<file path="src/rtl/alu_pkg.sv">
// Shared definitions for the ALU command issuer:
// opcodes, code-word fields, result layout, FSM states.
package alu_pkg;

  localparam logic [1:0] OP_ADD = 2'b00;
  localparam logic [1:0] OP_SUB = 2'b01;
  localparam logic [1:0] OP_MUL = 2'b10;
  localparam logic [1:0] OP_DIV = 2'b11;

  localparam int CODE_W = 18;
  localparam int Q_MSB  = 17;
  localparam int Q_LSB  = 10;
  localparam int M_MSB  = 9;
  localparam int M_LSB  = 2;
  localparam int OP_MSB = 1;

  localparam int RES_W       = 19;
  localparam int TIMEOUT_BIT = 18;
  localparam int OVF_BIT     = 17;
  localparam int ZERO_BIT    = 16;

  typedef enum logic [1:0] {
    ST_IDLE,
    ST_ALURST,
    ST_RUN,
    ST_CAPTURE
  } state_t;

  function automatic logic [CODE_W-1:0] pack_code(
    input logic [7:0] a,
    input logic [7:0] b,
    input logic [1:0] op
  );
    logic [CODE_W-1:0] c;
    c = '0;
    c[Q_MSB:Q_LSB]  = a;
    c[M_MSB:M_LSB]  = b;
    c[OP_MSB:0]     = op;
    return c;
  endfunction

endpackage

</file>
<file path="src/rtl/alu_cmd_issuer_res_fifo.sv">
// Synchronous FIFO holding captured ALU results.
// Head is presented combinationally; empty reads as zero.
module res_fifo #(
  parameter int W     = 19,
  parameter int DEPTH = 4,
  parameter int AW    = $clog2(DEPTH),
  parameter int CW    = $clog2(DEPTH + 1)
) (
  input  logic          clk,
  input  logic          rst,
  input  logic          push,
  input  logic [W-1:0]  wdata,
  input  logic          pop,
  output logic [W-1:0]  rdata,
  output logic [CW-1:0] count,
  output logic          empty,
  output logic          full
);

  logic [W-1:0]  mem [DEPTH];
  logic [AW-1:0] wr_ptr;
  logic [AW-1:0] rd_ptr;
  logic          do_push;
  logic          do_pop;

  assign empty   = (count == '0);
  assign full    = (count == CW'(DEPTH));
  assign do_pop  = pop & ~empty;
  assign do_push = push & (~full | do_pop);
  assign rdata   = empty ? '0 : mem[rd_ptr];

  always_ff @(posedge clk) begin
    if (do_push) mem[wr_ptr] <= wdata;
  end

  always_ff @(posedge clk) begin
    if (rst) begin
      wr_ptr <= '0;
      rd_ptr <= '0;
      count  <= '0;
    end else begin
      if (do_push) wr_ptr <= wr_ptr + AW'(1);
      if (do_pop)  rd_ptr <= rd_ptr + AW'(1);
      unique case ({do_push, do_pop})
        2'b10:   count <= count + CW'(1);
        2'b01:   count <= count - CW'(1);
        default: count <= count;
      endcase
    end
  end

endmodule

</file>
<file path="src/rtl/alu_cmd_issuer.sv">
// Bus-side master for the 8-bit Booth/NRD ALU: packs a command,
// pulses the ALU reset, waits for stop and queues the result.
module alu_cmd_issuer
  import alu_pkg::*;
#(
  parameter int RES_DEPTH      = 4,
  parameter int TIMEOUT_CYCLES = 64
) (
  input  logic              clk,
  input  logic              rst,
  input  logic              cmd_valid,
  output logic              cmd_ready,
  input  logic [1:0]        cmd_op,
  input  logic [7:0]        cmd_a,
  input  logic [7:0]        cmd_b,
  output logic [CODE_W-1:0] alu_code,
  output logic              alu_rst,
  input  logic              alu_stop,
  input  logic [15:0]       alu_rez,
  input  logic              alu_zero,
  input  logic              alu_ovf,
  output logic              res_valid,
  input  logic              res_ready,
  output logic [RES_W-1:0]  res_data,
  output logic              busy
);

  localparam int TW = (TIMEOUT_CYCLES > 1) ? $clog2(TIMEOUT_CYCLES) : 1;
  localparam int CW = $clog2(RES_DEPTH + 1);
  localparam logic [TW-1:0] TIMER_LAST = TW'(TIMEOUT_CYCLES - 1);

  state_t           state;
  state_t           state_nx;
  logic [TW-1:0]    timer;
  logic [RES_W-1:0] cap_q;
  logic [CW-1:0]    fifo_count;
  logic             fifo_empty;
  logic             fifo_full;
  logic             timer_last;
  logic             accept;
  logic             push;

  assign timer_last = (timer == TIMER_LAST);
  assign accept     = cmd_valid & cmd_ready;
  assign alu_rst    = rst | (state == ST_ALURST);
  assign busy       = (state != ST_IDLE);
  assign res_valid  = ~fifo_empty;

  always_comb begin
    state_nx  = state;
    cmd_ready = 1'b0;
    push      = 1'b0;
    unique case (state)
      ST_IDLE: begin
        cmd_ready = ~rst & (fifo_count < CW'(RES_DEPTH));
        if (cmd_valid & cmd_ready) state_nx = ST_ALURST;
      end
      ST_ALURST: state_nx = ST_RUN;
      ST_RUN: begin
        if (alu_stop | timer_last) state_nx = ST_CAPTURE;
      end
      ST_CAPTURE: begin
        push     = ~fifo_full;
        state_nx = ST_IDLE;
      end
      default: state_nx = ST_IDLE;
    endcase
  end

  always_ff @(posedge clk) begin
    if (rst) begin
      state    <= ST_IDLE;
      alu_code <= '0;
      timer    <= '0;
      cap_q    <= '0;
    end else begin
      state <= state_nx;
      if (accept) alu_code <= pack_code(cmd_a, cmd_b, cmd_op);
      if (state == ST_ALURST) begin
        timer <= '0;
      end else if (state == ST_RUN) begin
        // stop wins over timeout when both land in the same cycle
        cap_q <= {~alu_stop & timer_last, alu_ovf, alu_zero, alu_rez};
        if (!alu_stop && !timer_last) timer <= timer + TW'(1);
      end
    end
  end

  res_fifo #(
    .W     (RES_W),
    .DEPTH (RES_DEPTH)
  ) u_res_fifo (
    .clk   (clk),
    .rst   (rst),
    .push  (push),
    .wdata (cap_q),
    .pop   (res_valid & res_ready),
    .rdata (res_data),
    .count (fifo_count),
    .empty (fifo_empty),
    .full  (fifo_full)
  );

endmodule
</file>
<file path="config.mk">
export PLATFORM = sky130hd
export DESIGN_NAME = alu_cmd_issuer
export DESIGN_NICKNAME = d
export VERILOG_FILES = /design/src/rtl/alu_pkg.sv /design/src/rtl/alu_cmd_issuer_res_fifo.sv /design/src/rtl/alu_cmd_issuer.sv
export SDC_FILE = /design/constraint.sdc
export NUM_CORES = 1
export LEC_CHECK = 0
export CAP_MARGIN = 20
export CORE_MARGIN = 10
export CORE_UTILIZATION = 30
export CTS_CLUSTER_SIZE = 10
export DETAILED_ROUTE_END_ITERATION = 8
export PLACE_DENSITY = 0.6
export SETUP_SLACK_MARGIN = 0.15
export SLEW_MARGIN = 0
export SYNTH_ARGS = -nofsm -noshare
export SYNTH_HDL_FRONTEND = slang
export SYNTH_SLANG_ARGS = --single-unit
</file>
<file path="constraint.sdc">
create_clock -name clk -period 2.4 [get_ports clk]
set_input_delay 0.48 -clock clk [delete_from_list [all_inputs] [get_ports clk]]
set_output_delay 0.48 -clock clk [all_outputs]
set_load 0.02 [all_outputs]
</file>
==> results.py <==
metrics = {
    "min_path": {
        "min_from": "rst",
        "holdPathEnd": "timer[3]$_SDFFE_PP0P_",
        "hold_depth": 4,
        "hp-class": "input port to register",
    },
    "synthesis": {
        "synth-edff-count": 76,
        "yosysSeqAreaShare_pct": 66.8,
        "synthCells": 360,
        "yosys_warnings": 0,
        "ys_types": 35,
        "synth_nets": 412,
        "synth-seq-cells": 130,
        "synth_area_leader_cell": "edfxtp_1",
        "async_reset_ff_share_pct": 0,
        "synth_top_area_share_pct": 45.4,
        "syn_area_per_cell_um2": 14.0,
        "synth_area_mm2": 0.00503,
        "netlist_top_cells_area": "edfxtp_1 45%, dfxtp_1 21%, mux4_2 8.5%",
        "synth-main-ff-cell": "edfxtp_1",
    },
    "worst_setup_path": {
        "cp-end-kind": "output port",
        "worstSetupPathType": "register to output port",
        "rr_startpoint": "u_res_fifo.count[0]$_SDFFE_PP0P_",
        "cp_num_buf_inv": 4,
        "crit_family": "multiplexers",
        "crit_path_cell_trace": "buf_6 > buf_16 > buf_12 > mux4_2 > and2_4 > buf_6",
        "path_common_cell": "buf_6",
        "crit_required_ns": 1.92,
        "r2r-end": "u_res_fifo.count[2]$_SDFFE_PP0P_",
        "startpoint_type": "register",
        "reg2reg_depth": 8,
        "cpPeakStageDelay_ns": 0.48,
        "cp.arrival_ns": 1.88,
        "crit_fanout": 7,
        "slowest_stage": "mux4_2",
        "ff2ff_setup_slack_ns": 0.37,
    },
    "timing": {
        "fin_worst_skew_ns": 0.0124,
        "finalCriticalPeriod_ns": 2.36,
        "drv_slew": 0,
        "tightest_slew_ns": 0.593,
        "fin_crit_sh_pct": 98.2,
        "hold_violations": 0,
        "clock.fmax_ghz": 0.424,
        "max_slew_margin_pct": 60.4,
        "rsz0062_at_grt": "true",
        "setup-tns-final_ns": 0,
        "setup_viol": 0,
    },
    "power_and_ir_drop": {
        "p_sw_uw": 1670,
        "finalPower_uw": 6520,
        "p_per_area_mw_per_mm2": 931,
        "p_comb_share_pct": 20.3,
        "ir_drop_v": 0.000432,
        "cellInternalPower_uw": 4850,
        "switching_share_pct": 25.6,
        "pwr-share-seq_pct": 41.0,
        "clock_power_share_pct": 38.8,
        "p_leak_uw": 0.00247,
    },
    "clock_tree": {
        "clkSinkCount": 130,
        "worstSkewPairLatency_ns": 0.41,
        "htreeDepth": 4,
        "clock_path_buffers": 2,
        "ctsHoldBuffers": 0,
        "path_clk_slew_ns": 0.05,
        "cts_buffers": 17,
        "cts_tree": "yes",
        "clock-root-buffer": "clkbuf_16",
    },
    "grt": {
        "grt_pass1_wl_um": 17100,
        "grt_overflow_total": 0,
        "antenna_found_initial": 0,
        "gr-usage-all-layers_pct": 9.97,
        "grt_max_degree": 25,
        "grt_pass1_vias": 3254,
    },
    "routing": {
        "vias": 3086,
        "antenna_left": 0,
        "drt-wirelength-per-cell_um": 15.3,
        "drt_first_pass_iters": 4,
        "drt_iter0_markers": 130,
        "drc": 0,
        "viasPerCell": 4.36,
        "wl_um": 10800,
    },
    "floorplan": {
        "die_w_um": 150,
        "ioPinCount": 82,
        "initial_core_util_pct": 30.4,
        "row_count": 47,
        "core_region_area_mm2": 0.0165,
        "dieArea_mm2": 0.0224,
        "die_h_um": 150,
    },
    "placement": {
        "place_inst": 659,
        "dpl_cell_area_mm2": 0.00617,
        "place_congestion": 0.711,
        "dp_hpwl_um": 6980,
        "port_buffers": 81,
    },
    "final_layout": {
        "areaGrowthSynthToFinish_pct": 39.2,
        "layoutNonFillerInstCount": 707,
        "nets": 526,
        "final_cell_area_mm2": 0.00700,
        "layout-drive-gt1-share_pct": 24.8,
        "antenna_cells": 0,
        "fin_util_pct": 42.4,
    },
    "flow_run": {
        "maxCapViolations": 0,
    },
    "outcome": {
        "status": "complete, no violations",
    },
}
cell usage in the layout, fill, tap and decap left out, types with 2 or more instances in the layout:
| master | count |
|---|---|
| a21oi_1 | 24 |
| a31oi_1 | 2 |
| and2_1 | 6 |
| and2_4 | 19 |
| buf_12 | 4 |
| buf_4 | 18 |
| buf_6 | 26 |
| bufinv_16 | 3 |
| clkbuf_1 | 3 |
| clkbuf_16 | 17 |
| clkbuf_2 | 2 |
| clkdlybuf4s50_1 | 57 |
| clkinv_1 | 2 |
| clkinv_2 | 5 |
| dfxtp_1 | 53 |
| edfxtp_1 | 76 |
| ha_1 | 10 |
| inv_1 | 13 |
| mux2i_1 | 21 |
| mux4_2 | 19 |
| nand2_1 | 42 |
| nand2b_1 | 2 |
| nand3_1 | 2 |
| nand4_1 | 2 |
| nor2_1 | 30 |
| or3_1 | 2 |
| or4_1 | 2 |
| xnor2_1 | 3 |
| xor2_1 | 3 |
tightest hold or removal path: stages:
cell and delay, ns:
buf_2 0.13, nor2_1 0.07, o211ai_1 0.08, nand2_1 0.05
power by group through the flow:
stage          registers (uW)  logic [uW]  clock network (uW)
6_report                 2670        1320                2530
5_1_grt                  2700        1450                2680
4_1_cts                  2680        1330                2590
3_5_place_dp             2720        1190                   0
3_3_place_gp             2700        1170                   0
2_1_floorplan            2730         689                   0
Yosys cell counts (all sizes together), types with 2 or more instances:
library cell and n:
a31oi 2, mux4 19, dfxtp 54, xnor2 3, buf 6, clkbuf 10, or4 2, nand4 2
and2 25, or3 2, mux2i 21, nand2 42, inv 13, nand2b 2, a21oi 24, nor2 30
nand3 2, ha 10, edfxtp 76, xor2 3
cell type report:
type | instances | area (um2)
clock buffers | 20 | 437
multi-input cells | 201 | 1600
well taps | 220 | 275
inverters | 13 | 48.8
repair buffers | 111 | 1140
clock inverters | 12 | 139
flip-flops and latches | 130 | 3370
fillers | 1491 | 9520
registers in the layout (all words and copies together), names as in the netlist, named ones only:
signal,count
alu_code,18
cap_q,19
state,2
timer,6
u_res_fifo.count,3
u_res_fifo.mem,76
u_res_fifo.rd_ptr,2
u_res_fifo.wr_ptr,2
what timing repair did:
item / in CTS / in global routing
resized for setup: 138 / 14
endpoints found under the setup margin: 23 / 22
buffers inserted: 14 / 1
gates cloned: 1 / 0
through the flow:
| stage | hold slack, ns | setup slack, ns |
|---|---|---|
| after floorplan | 0.459 | 0.383 |
| after global placement | 0.443 | 0.0618 |
| after detailed placement | 0.452 | -0.00611 |
| after CTS | 0.412 | -0.00617 |
| after global routing | 0.452 | -0.0306 |
| final | 0.441 | 0.0440 |
worst max path at each step:
stage / depth (start not counted) / to / from / slack (ns)
floorplan: 4 / res_data[10] / register / 0.38
global placement: 8 / u_res_fifo.count[2]$_SDFFE_PP0P_ / res_ready / 0.06
detailed placement: 8 / u_res_fifo.count[2]$_SDFFE_PP0P_ / res_ready / -0.006
CTS: 6 / res_data[5] / register / -0.006
global route: 6 / res_data[0] / register / -0.03
finish: 6 / res_data[15] / register / 0.04
per-layer routing:
metal / wire [um] / global-route usage [%]
met2: 5330 / 16.2
met1: 4590 / 11.1
met4: 84 / 3.53
met5: 0 / 0
met3: 792 / 4.95
cell families (layout without fill, tap and decap cells):
kind of cell             after synthesis  in the layout  share of synthesized area [%]
multiplexers                          40             40                           12.7
buffers and inverters                 29            156                           2.36
adder cells (fa/ha/maj)               11             11                           2.88
AO/OA/AOI/OAI                         33             33                           3.76
XOR/XNOR                               6              6                           1.04
flip-flops                           130            130                           66.8
AND/OR/NAND/NOR                      111            111                           10.4
No activity file was read; power rests on OpenSTA's default activity.
